$ cat config.mk
export PLATFORM = sky130hd
export DESIGN_NAME = led_frame_scheduler
export DESIGN_NICKNAME = d
export VERILOG_FILES = /design/src/rtl/led_frame_scheduler.sv
export SDC_FILE = /design/constraint.sdc
export NUM_CORES = 1
export LEC_CHECK = 0
export BUFFER_PORTS_ARGS = -buffer_cell sky130_fd_sc_hd__buf_2
export CORE_MARGIN = 1.5
export CORE_UTILIZATION = 60
export CTS_CLUSTER_SIZE = 24
export DETAILED_ROUTE_END_ITERATION = 10
export HOLD_SLACK_MARGIN = 0.02
export PLACE_DENSITY = 0.79
export SYNTH_ARGS = -nofsm -noshare
export SYNTH_HDL_FRONTEND = slang
export SYNTH_SLANG_ARGS = --single-unit
$ cat constraint.sdc
create_clock -name PCLK -period 5.25 [get_ports PCLK]
set_input_delay 0.2625 -clock PCLK [delete_from_list [all_inputs] [get_ports PCLK]]
set_output_delay 0.2625 -clock PCLK [all_outputs]
set_load 0.05 [all_outputs]
$ cat src/rtl/led_frame_scheduler.sv
`default_nettype none
// ============================================================================
// Module : led_frame_scheduler
// Desc   : APB3 LED frame buffer that streams GRB frames to a bit encoder.
// Rev    : 1.0 - initial release
// ============================================================================
module led_frame_scheduler #(
    parameter int NUM_LEDS     = 8,
    parameter int LATCH_CYCLES = 5000,
    parameter int REFRESH_W    = 24
) (
    input  logic        PCLK,
    input  logic        PRESERN,
    input  logic        PSEL,
    input  logic        PENABLE,
    input  logic        PWRITE,
    input  logic [31:0] PADDR,
    input  logic [31:0] PWDATA,
    output logic [31:0] PRDATA,
    output logic        PREADY,
    output logic        PSLVERR,
    output logic        bit_valid,
    output logic        bit_data,
    input  logic        bit_ready,
    output logic        strip_latch,
    output logic        irq
);

    localparam logic [3:0] c_NUM_LEDS    = 4'(NUM_LEDS);
    localparam logic [2:0] c_LAST_LED    = 3'(NUM_LEDS - 1);
    localparam logic [3:0] c_IDX_CTRL    = 4'd8;
    localparam logic [3:0] c_IDX_STATUS  = 4'd9;
    localparam logic [3:0] c_IDX_REFRESH = 4'd10;
    localparam int         c_LCW         = (LATCH_CYCLES > 1) ? $clog2(LATCH_CYCLES) : 1;
    localparam logic [c_LCW-1:0]     c_LAT_LAST = c_LCW'(LATCH_CYCLES - 1);
    localparam logic [c_LCW-1:0]     c_LAT_ONE  = c_LCW'(1);
    localparam logic [REFRESH_W-1:0] c_RF_ONE   = REFRESH_W'(1);
    localparam logic [REFRESH_W-1:0] c_RF_TWO   = REFRESH_W'(2);

    typedef enum logic [1:0] {
        S_IDLE  = 2'd0,
        S_LOAD  = 2'd1,
        S_SEND  = 2'd2,
        S_LATCH = 2'd3
    } state_t;

    state_t               r_state;
    logic [23:0]          r_color  [0:7];
    logic [23:0]          r_shadow [0:7];
    logic                 r_auto;
    logic                 r_irq_en;
    logic                 r_done;
    logic                 r_pending;
    logic [REFRESH_W-1:0] r_refresh;
    logic [REFRESH_W-1:0] r_refresh_cnt;
    logic [2:0]           r_led_idx;
    logic [4:0]           r_bit_idx;
    logic [c_LCW-1:0]     r_latch_cnt;

    logic [3:0]  w_idx;
    logic        w_wr;
    logic        w_rd_setup;
    logic        w_color_sel;
    logic        w_start;
    logic        w_done_clr;
    logic        w_launch;
    logic        w_last_bit;
    logic        w_latch_end;
    logic [2:0]  w_next_led;
    logic [4:0]  w_next_bit;
    logic [31:0] w_rdata;
    logic        w_unused;

    assign PREADY  = 1'b1;
    assign PSLVERR = 1'b0;
    assign irq     = r_done & r_irq_en;

    assign w_idx       = PADDR[5:2];
    assign w_wr        = PSEL & PENABLE & PWRITE;
    assign w_rd_setup  = PSEL & ~PENABLE & ~PWRITE;
    assign w_color_sel = (w_idx < c_NUM_LEDS);
    assign w_start     = w_wr & (w_idx == c_IDX_CTRL) & PWDATA[0];
    assign w_done_clr  = w_wr & (w_idx == c_IDX_STATUS) & PWDATA[1];
    assign w_launch    = r_pending | (r_auto & (r_refresh_cnt == '0));
    assign w_last_bit  = (r_led_idx == c_LAST_LED) && (r_bit_idx == 5'd0);
    assign w_latch_end = (r_state == S_LATCH) && (r_latch_cnt == c_LAT_LAST);
    assign w_next_bit  = (r_bit_idx == 5'd0) ? 5'd23 : (r_bit_idx - 5'd1);
    assign w_next_led  = (r_bit_idx == 5'd0) ? (r_led_idx + 3'd1) : r_led_idx;
    assign w_unused    = &{1'b0, PADDR, PWDATA};

    always_comb begin
        w_rdata = '0;
        if (w_color_sel) begin
            w_rdata = {8'h00, r_color[w_idx[2:0]]};
        end else begin
            case (w_idx)
                c_IDX_CTRL:    w_rdata = {29'd0, r_irq_en, r_auto, 1'b0};
                c_IDX_STATUS:  w_rdata = {29'd0, r_pending, r_done, (r_state != S_IDLE)};
                c_IDX_REFRESH: w_rdata[REFRESH_W-1:0] = r_refresh;
                default:       w_rdata = '0;
            endcase
        end
    end

    always_ff @(posedge PCLK) begin
        if (!PRESERN) begin
            r_state       <= S_IDLE;
            r_auto        <= 1'b0;
            r_irq_en      <= 1'b0;
            r_done        <= 1'b0;
            r_pending     <= 1'b0;
            r_refresh     <= '0;
            r_refresh_cnt <= '0;
            r_led_idx     <= '0;
            r_bit_idx     <= '0;
            r_latch_cnt   <= '0;
            PRDATA        <= '0;
            bit_valid     <= 1'b0;
            bit_data      <= 1'b0;
            strip_latch   <= 1'b0;
            for (int i = 0; i < 8; i++) begin
                r_color[i]  <= '0;
                r_shadow[i] <= '0;
            end
        end else begin
            if (w_rd_setup) begin
                PRDATA <= w_rdata;
            end

            if (w_wr && w_color_sel) begin
                r_color[w_idx[2:0]] <= PWDATA[23:0];
            end
            if (w_wr && (w_idx == c_IDX_CTRL)) begin
                r_auto   <= PWDATA[1];
                r_irq_en <= PWDATA[2];
            end
            if (w_wr && (w_idx == c_IDX_REFRESH)) begin
                r_refresh <= PWDATA[REFRESH_W-1:0];
            end

            // A START arriving while IDLE is already launching merges into that frame
            if ((r_state == S_IDLE) && w_launch) begin
                r_pending <= 1'b0;
            end else if (w_start) begin
                r_pending <= 1'b1;
            end

            if (w_latch_end) begin
                r_done <= 1'b1;
            end else if (w_done_clr) begin
                r_done <= 1'b0;
            end

            // Reload is short by the IDLE-decision and LOAD cycles so LOAD recurs every REFRESH cycles
            if (r_state == S_LOAD) begin
                r_refresh_cnt <= (r_refresh > c_RF_TWO) ? (r_refresh - c_RF_TWO) : '0;
            end else if (r_auto && (r_refresh_cnt != '0)) begin
                r_refresh_cnt <= r_refresh_cnt - c_RF_ONE;
            end

            case (r_state)
                S_IDLE: begin
                    if (w_launch) begin
                        r_state <= S_LOAD;
                    end
                end
                S_LOAD: begin
                    r_shadow  <= r_color;
                    r_led_idx <= 3'd0;
                    r_bit_idx <= 5'd23;
                    bit_valid <= 1'b1;
                    bit_data  <= r_color[0][23];
                    r_state   <= S_SEND;
                end
                S_SEND: begin
                    if (bit_ready) begin
                        if (w_last_bit) begin
                            bit_valid   <= 1'b0;
                            bit_data    <= 1'b0;
                            strip_latch <= 1'b1;
                            r_latch_cnt <= '0;
                            r_state     <= S_LATCH;
                        end else begin
                            r_led_idx <= w_next_led;
                            r_bit_idx <= w_next_bit;
                            bit_data  <= r_shadow[w_next_led][w_next_bit];
                        end
                    end
                end
                S_LATCH: begin
                    if (w_latch_end) begin
                        strip_latch <= 1'b0;
                        r_state     <= S_IDLE;
                    end else begin
                        r_latch_cnt <= r_latch_cnt + c_LAT_ONE;
                    end
                end
                default: begin
                    r_state <= S_IDLE;
                end
            endcase
        end
    end

endmodule
`default_nettype wire

==> out/summary.md <==
The global routing stage identified its most utilized layer as met2. The global router's overall resource usage was 0.354; the required time of the critical path was 5.72 ns. The cell area that synthesis handed to floorplanning was 23,100 um2.

Leaving out fill and tap cells, the most frequent cell in the layout is nand2_1. The die covers 39,800 um2. The count of warnings emitted by yosys is 0, and the post-synthesis cell count is 2,609. The area of the core is 37,800 um2, and the number of nets with antenna violations after detailed routing is 0.

In this run the worst hold path is classified as in2reg. The logs give 108 for the number of I/O pins and 0.905 for the placer congestion estimate. Dividing the detail-routed via count by the number of cells gives 6.41. Summing all placed instances gives a cell area of 23,600 um2.

The post-synthesis cell type count came out at 73. The measured slew at the worst slew-check pin works out to 1.14 ns. In the post-route analysis, the smallest setup slack over all paths is 1.49 ns.

The tools report the number of slew-limit violations in the final report as 0. Setup repair after global routing left no endpoint under its margin. The first global-routing pass estimated 108,000 um of wire. Clock skew on the completed layout was measured at 0.0253 ns.

The tree is rooted in a clkbuf_16. The clock transition at the registers of the reported paths is 0.07 ns. The fraction of final layout cells sized beyond drive strength 1 is 0.108. The vertical die dimension was 199 um; the worst IR drop on VDD was 326 uV. Most instantiated flip-flop cell in the synthesis netlist: dfxtp_1. The run gives 10.9 mW as the overall power after layout. At the end of the flow, the number of nets in the layout was 2,626. Synthesis inferred 486 register bits. The tools report the kind of end point of the critical path as a flip-flop. Measured along the x axis, the die boundary spans 199 um. The effective utilization at floorplan was 0.612. TritonCTS built the clock tree.

For the met3 track demand over resource, the log shows 0.0533. The met1 routing resource usage after global routing was 0.457; the share of the clock period used by the worst path after layout was 0.717. The run gives 0 as the number of antenna violations at the first check in global routing. For the via count of the first global-routing pass, the log shows 18,851. In this run the mean area of a mapped cell was 8.87 um2. The proportion of synthesized chip area in sequential cells is 0.420, and the CTS sink count is 486. Before antenna repair, the detailed router went through 7 iterations. Global routing finished with a remaining overflow of 0. The upper clock frequency limit is 266 MHz, and the final standard cell area without fillers is 25,300 um2. Leaving out fill and tap cells, the most frequent cells in the layout are 538 x nand2_1, 484 x dfxtp_1, 275 x mux2i_1, 273 x nor2_1, 168 x a21boi_0. Power spread over the standard cell area amounts to 432 nW/um2. The count of vias placed by the detailed router is 19,817.

Critical path class: reg2reg. The flow ran to the end, and the final reports show no timing, DRC or antenna violations. The number of hold violations in the final report was 0; the sum of routed wire length over all layers was 70,500 um. The number of CTS-inserted buffers was 48; the post-layout minimum cycle time was 3.76 ns. The run gives 0.232 as the worst slew margin relative to its limit.

Data arrives at the worst endpoint at 4.23 ns. The logs give 71 for the number of placement rows and 124 for the largest net degree at the start of global routing. The accumulated negative setup slack is 0 ns. For this block, the initial DRC count from the detailed router was 2,217. The leakage power is 8.86 nW, and the maximum number of buffers from clock root to sink is 3. The repair_antennas step left the layout with diodes totalling 0. At the later pin of the worst-skew pair, clock insertion delay measures 0.60 ns. Setup violations remaining at the end of the flow were counted as 0. The placement-stage worst setup slack was 1.54 ns; the global-route met2 utilization was 0.559. The number of synthesized flops with an enable pin is 0, and the number of buffers added on ports is 61. The proportion of synthesized flip-flops having asynchronous set or reset was 0; the average routed wire per standard cell was 22.8 um. The clock tree synthesis step divided the H-tree into 2 levels. For this run, design rule violations remaining after detail routing come to 0. The half-perimeter wire length after detailed placement came out at 44,100 um. Slack of the worst reg-to-reg path: 1.49 ns.

The count of max-cap constraint violations was 0. The startpoint type of the worst setup path was a flip-flop. The synthesis-to-layout area growth was 9.34%; the maximum fanout encountered on the critical timing path was 25.
[per-layer routing]
metal | up-vias | wire length (um)
li1 | 8894 | -
met1 | 9604 | 27600
met2 | 1086 | 32400
met3 | 233 | 6220
met4 | 0 | 4270
met5 | - | 0
[cell families after synthesis]
kind of cell             Yosys count  synth area share
buffers and inverters            247            0.0428
adder cells (fa/ha/maj)           12           0.00649
other                              2          0.000324
AO/OA/AOI/OAI                    448             0.137
multiplexers                     350             0.189
AND/OR/NAND/NOR                 1020             0.188
flip-flops                       486             0.420
XOR/XNOR                          44            0.0170
[synth_stat cells, drive strengths merged (8+ instances only)]
master	instances	area share
nand2	538	0.087
dfxtp	486	0.42
nor2	277	0.045
mux2i	276	0.12
clkbuf	185	0.030
a21boi	168	0.054
a21oi	86	0.019
mux4	69	0.067
nand3	42	0.0091
buf	41	0.0094
nor3	38	0.0084
nor2b	37	0.010
o21ai	35	0.0076
o211ai	30	0.0097
o211a	24	0.010
xor2	24	0.0091
a211oi	21	0.0068
inv	21	0.0034
xnor2	20	0.0079
o22ai	15	0.0041
nor4	14	0.0047
nand4	13	0.0035
a31oi	12	0.0032
ha	12	0.0065
nand2b	12	0.0032
or3	8	0.0022
or4	8	0.0029
[area by class of cell]
class / instances / area [um2]
Timing Repair Buffer: 103 / 662
Inverter: 21 / 86.3
Multi-Input combinational cell: 1884 / 12500
Clock inverter: 19 / 267
Fill cell: 3004 / 12500
Tap cell: 511 / 639
Clock buffer: 68 / 1400
Sequential cell: 486 / 9730
[power breakdown]
group          leakage (nW)  switching (mW)  internal [mW]
logic                  4.14            2.14           1.25
clock network         0.809            1.49           2.15
registers              3.92           0.125           3.78
total                  8.86            3.75           7.18
[registers in the layout (all words and copies together) (netlist names), 2 cells and up]
signal / count
r_latch_cnt: 13
r_color: 192
r_refresh: 24
r_refresh_cnt: 24
PRDATA: 24
r_state: 2
r_led_idx: 3
r_shadow: 192
r_bit_idx: 5
[repair_timing]
| action | CTS | global route |
|---|---|---|
| hold endpoints to repair | 34 | 0 |
| hold buffers | 8 | 0 |
| setup buffers | 0 | 0 |
| gates resized for setup | 0 | 0 |
[path summary, 6_finish.rpt]
path,from,cells after the start,to
max,r_led_idx[1],9,bit_data
min,PWDATA[0],3,r_color[0]
max reg2reg,r_led_idx[1],9,bit_data
min reg2reg,r_color[18],2,r_color[18]
[stage by stage]
step | util | hold slack, ns | instances
6_report | 0.669 | 0.0414 | 3092
5_1_grt | 0.669 | 0.0466 | 3092
4_1_cts | 0.669 | 0.0226 | 3092
3_5_place_dp | 0.623 | 0.460 | 2997
3_3_place_gp | 0.623 | 0.453 | 2997
2_1_floorplan | - | 0.446 | 2617
[critical path, cell delays in order, from the launching register on]
cell	delay (ns)
dfxtp_1	0.48
ha_1	0.28
ha_2	0.84
buf_4	0.40
mux2i_1	0.28
a211oi_1	0.12
o31ai_1	0.38
o22ai_1	0.19
a2111oi_0	0.51
o31ai_1	0.13
Note: power is estimated with default switching activity, not from simulation.
